<file path="src/rtl/fetch_unit.sv">
// Instruction fetch stage: owns the fetch PC, keeps at most one word read in flight
// and queues returned words with their PCs for decode over valid/ready.
module fetch_unit #(
    parameter logic [31:0] RESET_PC  = 32'h0000_0000,
    parameter int          DEPTH     = 2,
    parameter logic [31:0] EXIT_INST = 32'hc000_1073
) (
    input  logic        clk,
    input  logic        rst_n,
    output logic        imem_req,
    output logic [31:0] imem_addr,
    input  logic        imem_ack,
    input  logic [31:0] imem_rdata,
    input  logic        redirect_valid,
    input  logic [31:0] redirect_pc,
    output logic        inst_valid,
    input  logic        inst_ready,
    output logic [31:0] inst,
    output logic [31:0] inst_pc,
    output logic        exit
);
    localparam int          AW      = $clog2(DEPTH);
    localparam logic [AW:0] DEPTH_C = (AW + 1)'(DEPTH);

    logic [31:0]   fetch_pc_r, fetch_pc_n_s;
    logic          req_r, req_n_s;
    logic [31:0]   addr_r, addr_n_s;
    logic          halted_r, halted_n_s;
    logic          squash_r, squash_n_s;
    logic          exit_r, exit_n_s;
    logic          valid_r, valid_n_s;
    logic [31:0]   head_inst_r, head_inst_n_s;
    logic [31:0]   head_pc_r, head_pc_n_s;
    logic [AW:0]   count_r, count_n_s;
    logic [AW-1:0] rd_ptr_r, rd_ptr_n_s, rd_next_s;
    logic [AW-1:0] wr_ptr_r, wr_ptr_n_s;
    logic [31:0]   mem_inst_r [DEPTH];
    logic [31:0]   mem_pc_r   [DEPTH];

    logic ack_s, pop_s, exit_pop_s, redir_s, push_s;
    logic unused_redirect_lsb_s;

    assign unused_redirect_lsb_s = ^redirect_pc[1:0];

    // Acks only count while a request is up; a redirect loses to a same-cycle exit pop.
    assign ack_s      = req_r & imem_ack;
    assign pop_s      = valid_r & inst_ready;
    assign exit_pop_s = pop_s & (head_inst_r == EXIT_INST);
    assign redir_s    = redirect_valid & ~exit_r & ~exit_pop_s;
    assign push_s     = ack_s & ~squash_r & ~redir_s;
    assign rd_next_s  = rd_ptr_r + AW'(1);

    // Next-state decode for fetch PC, handshake, squash and FIFO bookkeeping.
    always_comb begin
        fetch_pc_n_s  = fetch_pc_r;
        halted_n_s    = halted_r;
        squash_n_s    = squash_r;
        count_n_s     = count_r;
        rd_ptr_n_s    = rd_ptr_r;
        wr_ptr_n_s    = wr_ptr_r;
        req_n_s       = 1'b0;
        addr_n_s      = addr_r;
        head_inst_n_s = head_inst_r;
        head_pc_n_s   = head_pc_r;
        valid_n_s     = valid_r;
        exit_n_s      = exit_r | exit_pop_s;

        if (redir_s) begin
            fetch_pc_n_s = {redirect_pc[31:2], 2'b00};
            halted_n_s   = 1'b0;
        end else if (push_s) begin
            fetch_pc_n_s = fetch_pc_r + 32'd4;
            halted_n_s   = halted_r | (imem_rdata == EXIT_INST);
        end else begin
            fetch_pc_n_s = fetch_pc_r;
            halted_n_s   = halted_r;
        end

        // A redirect while a read is in flight leaves the read held but marks its data stale.
        if (ack_s) begin
            squash_n_s = 1'b0;
        end else if (redir_s && req_r) begin
            squash_n_s = 1'b1;
        end else begin
            squash_n_s = squash_r;
        end

        if (redir_s) begin
            count_n_s  = '0;
            rd_ptr_n_s = '0;
            wr_ptr_n_s = '0;
        end else begin
            case ({push_s, pop_s})
                2'b10:   count_n_s = count_r + (AW + 1)'(1);
                2'b01:   count_n_s = count_r - (AW + 1)'(1);
                default: count_n_s = count_r;
            endcase
            rd_ptr_n_s = pop_s  ? rd_next_s : rd_ptr_r;
            wr_ptr_n_s = push_s ? (wr_ptr_r + AW'(1)) : wr_ptr_r;
        end

        if (redir_s) begin
            head_inst_n_s = head_inst_r;
            head_pc_n_s   = head_pc_r;
        end else if (pop_s && (count_r > (AW + 1)'(1))) begin
            head_inst_n_s = mem_inst_r[rd_next_s];
            head_pc_n_s   = mem_pc_r[rd_next_s];
        end else if (push_s && ((count_r == '0) || pop_s)) begin
            head_inst_n_s = imem_rdata;
            head_pc_n_s   = fetch_pc_r;
        end else begin
            head_inst_n_s = head_inst_r;
            head_pc_n_s   = head_pc_r;
        end
        valid_n_s = (count_n_s != '0);

        // Reservation uses post-update occupancy so an ack cycle can chain the next read.
        if (req_r && !ack_s) begin
            req_n_s  = 1'b1;
            addr_n_s = addr_r;
        end else if (!halted_n_s && (count_n_s < DEPTH_C)) begin
            req_n_s  = 1'b1;
            addr_n_s = fetch_pc_n_s;
        end else begin
            req_n_s  = 1'b0;
            addr_n_s = addr_r;
        end
    end

    // State, output and FIFO storage registers.
    always_ff @(posedge clk or negedge rst_n) begin
        if (!rst_n) begin
            fetch_pc_r  <= RESET_PC;
            req_r       <= 1'b0;
            addr_r      <= RESET_PC;
            halted_r    <= 1'b0;
            squash_r    <= 1'b0;
            exit_r      <= 1'b0;
            valid_r     <= 1'b0;
            head_inst_r <= 32'd0;
            head_pc_r   <= 32'd0;
            count_r     <= '0;
            rd_ptr_r    <= '0;
            wr_ptr_r    <= '0;
            for (int i = 0; i < DEPTH; i++) begin
                mem_inst_r[i] <= 32'd0;
                mem_pc_r[i]   <= 32'd0;
            end
        end else begin
            fetch_pc_r  <= fetch_pc_n_s;
            req_r       <= req_n_s;
            addr_r      <= addr_n_s;
            halted_r    <= halted_n_s;
            squash_r    <= squash_n_s;
            exit_r      <= exit_n_s;
            valid_r     <= valid_n_s;
            head_inst_r <= head_inst_n_s;
            head_pc_r   <= head_pc_n_s;
            count_r     <= count_n_s;
            rd_ptr_r    <= rd_ptr_n_s;
            wr_ptr_r    <= wr_ptr_n_s;
            if (push_s) begin
                mem_inst_r[wr_ptr_r] <= imem_rdata;
                mem_pc_r[wr_ptr_r]   <= fetch_pc_r;
            end
        end
    end

    assign imem_req   = req_r;
    assign imem_addr  = addr_r;
    assign inst_valid = valid_r;
    assign inst       = head_inst_r;
    assign inst_pc    = head_pc_r;
    assign exit       = exit_r;
endmodule

</file>
<file path="config.mk">
export PLATFORM = sky130hd
export DESIGN_NAME = fetch_unit
export DESIGN_NICKNAME = d
export VERILOG_FILES = /design/src/rtl/fetch_unit.sv
export SDC_FILE = /design/constraint.sdc
export NUM_CORES = 1
export LEC_CHECK = 0
export CAP_MARGIN = 20
export CORE_MARGIN = 10
export CORE_UTILIZATION = 49
export DETAILED_ROUTE_END_ITERATION = 8
export GPL_TIMING_DRIVEN = 0
export PLACE_DENSITY = 0.75
export SLEW_MARGIN = 0
export SYNTH_ARGS = -nofsm -noshare
export SYNTH_HDL_FRONTEND = slang
export SYNTH_SLANG_ARGS = --single-unit
</file>
<file path="constraint.sdc">
create_clock -name clk -period 3.16 [get_ports clk]
set_input_delay 0.79 -clock clk [delete_from_list [all_inputs] [get_ports clk]]
set_output_delay 0.79 -clock clk [all_outputs]
set_load 0.01 [all_outputs]
</file>
## Word-level counts from Yosys, hierarchy flattened

Index checks and enable logic that the tools add are counted.
Widths: inputs -> output; s select.

- Add/subtract/negate cells: 5
- Order comparisons: 5
- Equal/unequal tests: 4
- Mux-type cells: 28
- Bitwise logic cells: 16
- Reduce and logical (&&, ||, !) cells: 17

Operators by type and width:

| operator | count |
|---|---|
| $mux 32 | 13 |
| $bwmux 64 | 2 |
| $eq 32x32->1 const B | 2 |
| $add 32x3->32 const B | 1 |
| $demux 32 s1 | 1 |
| $mux 1 | 10 |
| $reduce_bool 2->1 | 5 |
| $and 1x1->1 | 7 |
| $logic_and 1x1->1 | 6 |
| $not 1->1 | 5 |
| $ge 2x2->1 const B | 2 |
| $not 1->2 | 2 |
| $pmux 2 s2 | 1 |
| $reduce_and 2->1 | 2 |
| $add 1x1->1 const B | 2 |
| $add 2x1->2 const B | 1 |
| $eq 2x1->1 const B | 1 |
| $eq 2x2->1 const B | 1 |
| $gt 2x1->1 const B | 1 |
| $logic_not 1->1 | 2 |
| $logic_not 2->1 | 1 |
| $lt 2x1->1 const B | 1 |
| $lt 2x2->1 const B | 1 |
| $mux 2 | 1 |
| 3 further kinds | 4 |

- Register bits: 265
- Bits of input ports: 69

## Longest topological paths before layout

- Depth after elaboration: 13
- Mapped depth: 10

## Worst setup path after synthesis

Ideal clock, no wire load.

- Path type: input -> register
- From: in inst_ready
- To: reg mem_pc_r[46] (netlist name)
- Arrival: 2.588 ns
- Data required time: 3.035 ns
- Setup slack: 0.448 ns
- Stages on the path: 8
- Buffers on the path: 2
- Cell sequence: and2_1 clkbuf_1 nand2_1 o31ai_2 nor2_1 nor3_4 buf_6 mux2_2

- Longest elaborated chain between the ends: 6

Ends and longest elaborated chain:

| item | line | RTL |
|---|---|---|
| start, declared | 17 | `input logic inst_ready,` |
| $and 1x1->1 | 47 | `assign pop_s = valid_r & inst_ready;` |
| $and 1x1->1 | 48 | `assign exit_pop_s = pop_s & (head_inst_r == EXIT_INST);` |
| $not 1->1 | 49 | `assign redir_s = redirect_valid & ~exit_r & ~exit_pop_s;` |
| $and 1x1->1 | 49 |  |
| $not 1->1 (no line) | - |  |
| $and 1x1->1 | 50 | `assign push_s = ack_s & ~squash_r & ~redir_s;` |
| end signal, assigned by index | 164 | `mem_pc_r[wr_ptr_r] <= fetch_pc_r;` |
| end, declared | 38 | `logic [31:0] mem_pc_r [DEPTH];` |

Every way passes these cells.
A chain may end at the register's enable or synchronous reset.

## Worst setup path in the final report

- From: in imem_rdata[6]
- To: reg addr_r[10], in the netlist imem_addr[10]

- Longest elaborated chain between the ends: 7

Ends and longest elaborated chain:

| item | line | RTL |
|---|---|---|
| start, declared | 13 | `input logic [31:0] imem_rdata,` |
| $eq 32x32->1 | 73 | `halted_n_s = halted_r \| (imem_rdata == EXIT_INST);` |
| $or 1x1->1 | 73 |  |
| $mux 1 | 71 | `end else if (push_s) begin` |
| $mux 1 | 68 | `if (redir_s) begin` |
| $logic_not 1->1 | 121 | `end else if (!halted_n_s && (count_n_s < DEPTH_C)) begin` |
| $logic_and 1x1->1 | 121 |  |
| $reduce_and 2->1 (no line) | - |  |
| end signal, assigned | 152 | `addr_r <= addr_n_s;` |
| end, declared | 27 | `logic [31:0] addr_r, addr_n_s;` |

Every way passes these cells.

==> metrics <==
outcome completed; max-cap viol count 0; die footprint between 30000 and 40000 um2; Area Overhead vs Synth 25.4%; Setup TNS Final 0 ns; Sink Count 265; Max clock buf depth 3; critical path arrival between 3 and 4 ns; top_reg_cell synth dfrtp_1; TritonRoute pass-1 iters 5; Pwr Density 902 nW/um2; Async SR Flop Fraction 100%; vias in the first global route approximately 9500; Critical Path Fanout Max 10; Final Cell Area roughly 15000 um2; dpl cell area ~14000 um2; Clock Tree Root clkbuf_16; R2R depth 9; unique cell type count in the Yosys netlist 47; R2R Path Start inst[7]; RSZ-0062 raised after global routing false; Avg Cell Area, Syn 11.1 um2; GRT Overall Usage between 20% and 30%; Setup Crit Path Kind in -> reg; worst hold path class in -> async; pre-CTS setup slack -1.09 ns; vias per inst around 5.7; Final setup viols 0; Die W approximately 180 um; clock transition at the registers of the reported paths 0.06 ns; Clock Latency Late Sink 0.54 ns; Initial Utilization 49.6%; Clock Skews 0.0117 ns; # DRC 0; Lkg Pwr approximately 6.6 nW; slew margin rel. roughly a third; Mapped Area between 10000 and 15000 um2; via count a little over 9000; post-route setup slack 0.104 ns; Final Hold Violating Endpoints 0; CP Capture Type register; Seq/Total Area, Yosys roughly 55%; r2r endpoint mem_inst_r[25]; drt wl/cell slightly above 20 um; drt initial violations between 900 and 1000; Slew Limit Fails 0; synth warn 0; Placer Congestion 0.823; initial antenna violation count 1; Final ANT Viol Nets 0; Post-DP HPWL roughly 24000 um; Req. time, crit path roughly 3.6 ns; Post-layout nets 1354; num rows 57; first-pass GRT wire length roughly 52000 um; CTS tree built; final worst-path cycle share 96.7%; # IOs 168; Max Freq about 330 MHz; CTS Buf Count 29; post-synthesis sequential element count 265; VDD IR-drop max between 0.4 and 0.5 mV; FF-to-FF setup slack a little over 0.3 ns; htree depth 1; Tmin final slightly above 3 ns; pin count of the biggest net entering global routing 115; Net Count, Synth about 1200; Core ar. ~24000 um2; cells after synthesis ~1100; grt ovf 0; element type at the critical path start input pin; layout cells sized above 1 between 15 and 20%; final WL 32900 um; Die H about 180 um; PortBufs between 150 and 200; Worst-Margin Slew 0.977 ns; EDFF count, synth 0
[layer usage]
metal  part of all wire [%]  global-route usage (%)  up-vias
li1                       -                       -     4244
met1                     44                    27.9     4592
met2                     46                    33.7      307
met3                    7.1                    4.55       48
met4                    2.0                    4.90        0
met5                      0                       0        -
[how the worst max path moves through the flow]
stage,start,to
2_1_floorplan,inst_ready,mem_pc_r[46]
3_3_place_gp,rst_n,imem_addr[25]
3_5_place_dp,inst_ready,inst_pc[16]
4_1_cts,imem_ack,imem_addr[1]
5_1_grt,imem_rdata[6],imem_addr[10]
6_report,imem_rdata[6],imem_addr[10]
[power breakdown]
part / internal, mW / switching, mW / total, mW
clock: 1.82 / 1.30 / 3.12
combinational: 2.63 / 2.66 / 5.28
sequential: 4.45 / 0.709 / 5.16
total: 8.89 / 4.67 / 13.6
[critical path, cell delays in order]
cell and delay (ns):
clkdlybuf4s50_1 0.55, or4bb_1 0.56, nor4_1 0.30, a41oi_1 0.28
nor2b_1 0.28, clkbuf_1 0.28, a31o_2 0.32, a2bb2oi_1 0.16
[logic make-up (layout without fill, tap and decap cells)]
kind of cell	Yosys count	count (layout)	share of synthesized area, %
AND/OR/NAND/NOR	268	268	10.3
flip-flops	265	265	55.3
AO/OA/AOI/OAI	238	238	11.5
multiplexers	190	190	17.2
buffers and inverters	85	305	3.12
XOR/XNOR	31	31	2.26
adder cells (fa/ha/maj)	3	3	0.313
other	0	1	0
[state kept, by name (all words and copies together), names as in the netlist]
name / flops
exit: 1
halted_r: 1
inst: 32
wr_ptr_r: 1
mem_pc_r: 64
imem_req: 1
rd_ptr_r: 1
squash_r: 1
inst_pc: 32
mem_inst_r: 64
fetch_pc_r: 32
inst_valid: 1
count_r: 2
imem_addr: 32
[timing repair]
item | 4_1_cts | 5_1_grt
resized for setup | 3 | 14
setup endpoints to repair | 248 | 89
hold buffers | 0 | 0
buffers inserted | 5 | 0
pin swaps | 2 | 0
endpoints found under the hold margin | 0 | 0
[per-stage QoR]
| step | util [%] | power [mW] | cells | hold slack [ns] |
|---|---|---|---|---|
| detailed placement | 58.3 | 10.5 | 1571 | 0.469 |
| floorplan | - | 8.27 | 1080 | 0.449 |
| global route | 62.2 | 14.3 | 1624 | 0.241 |
| CTS | 62.1 | 13.6 | 1623 | 0.226 |
| finish | 62.2 | 13.6 | 1625 | 0.200 |
| global placement | 58.1 | 10.3 | 1569 | 0.462 |
[cell usage in the layout, fill, tap and decap left out, types with 7 or more instances in the layout]
master,n
buf_1,9
mux2i_1,65
mux2_2,118
o21ai_0,71
nor3_1,10
nand2_1,89
clkbuf_16,29
clkbuf_2,9
buf_2,9
a21oi_1,100
a31oi_1,27
nand4_1,9
o22a_1,26
mux2_1,7
clkbuf_1,52
nor2_1,103
nor4_1,11
xor2_1,15
inv_1,10
xnor2_1,16
dfrtp_1,265
clkdlybuf4s50_1,164
nand3_1,13
[synth_stat cells, drive strengths merged, types with 2 or more instances]
library cell	n	area share, %
nor4	13	0.78
inv	10	0.31
nand4	9	0.47
nand3	13	0.54
and2	4	0.21
ha	3	0.31
a2bb2oi	3	0.22
o31ai	2	0.17
a31o	3	0.22
dfrtp	265	55
a21oi	100	4.2
a31oi	27	1.4
xnor2	16	1.2
and4	3	0.22
buf	27	1.3
mux2	125	12
clkbuf	48	1.5
nand2	90	2.8
o22a	26	1.9
or4bb	2	0.19
and3	3	0.16
nor2b	2	0.10
o21ai	71	3.0
xor2	15	1.1
nor2	103	3.2
nor4bb	2	0.17
or4	3	0.19
nand2b	2	0.10
o32ai	3	0.22
nor3	11	0.55
mux2i	65	5.4
nor4b	2	0.15
[final cells by class]
class	instances	area (um2)
Antenna cell	1	2.50
Buffer	73	340
Clock buffer	46	850
Clock inverter	3	17.5
Fill cell	1938	9140
Inverter	10	37.5
Multi-Input combinational cell	730	5000
Sequential cell	265	6630
Tap cell	324	405
Timing Repair Buffer	173	1750
Power figures use the tool's default switching activity.
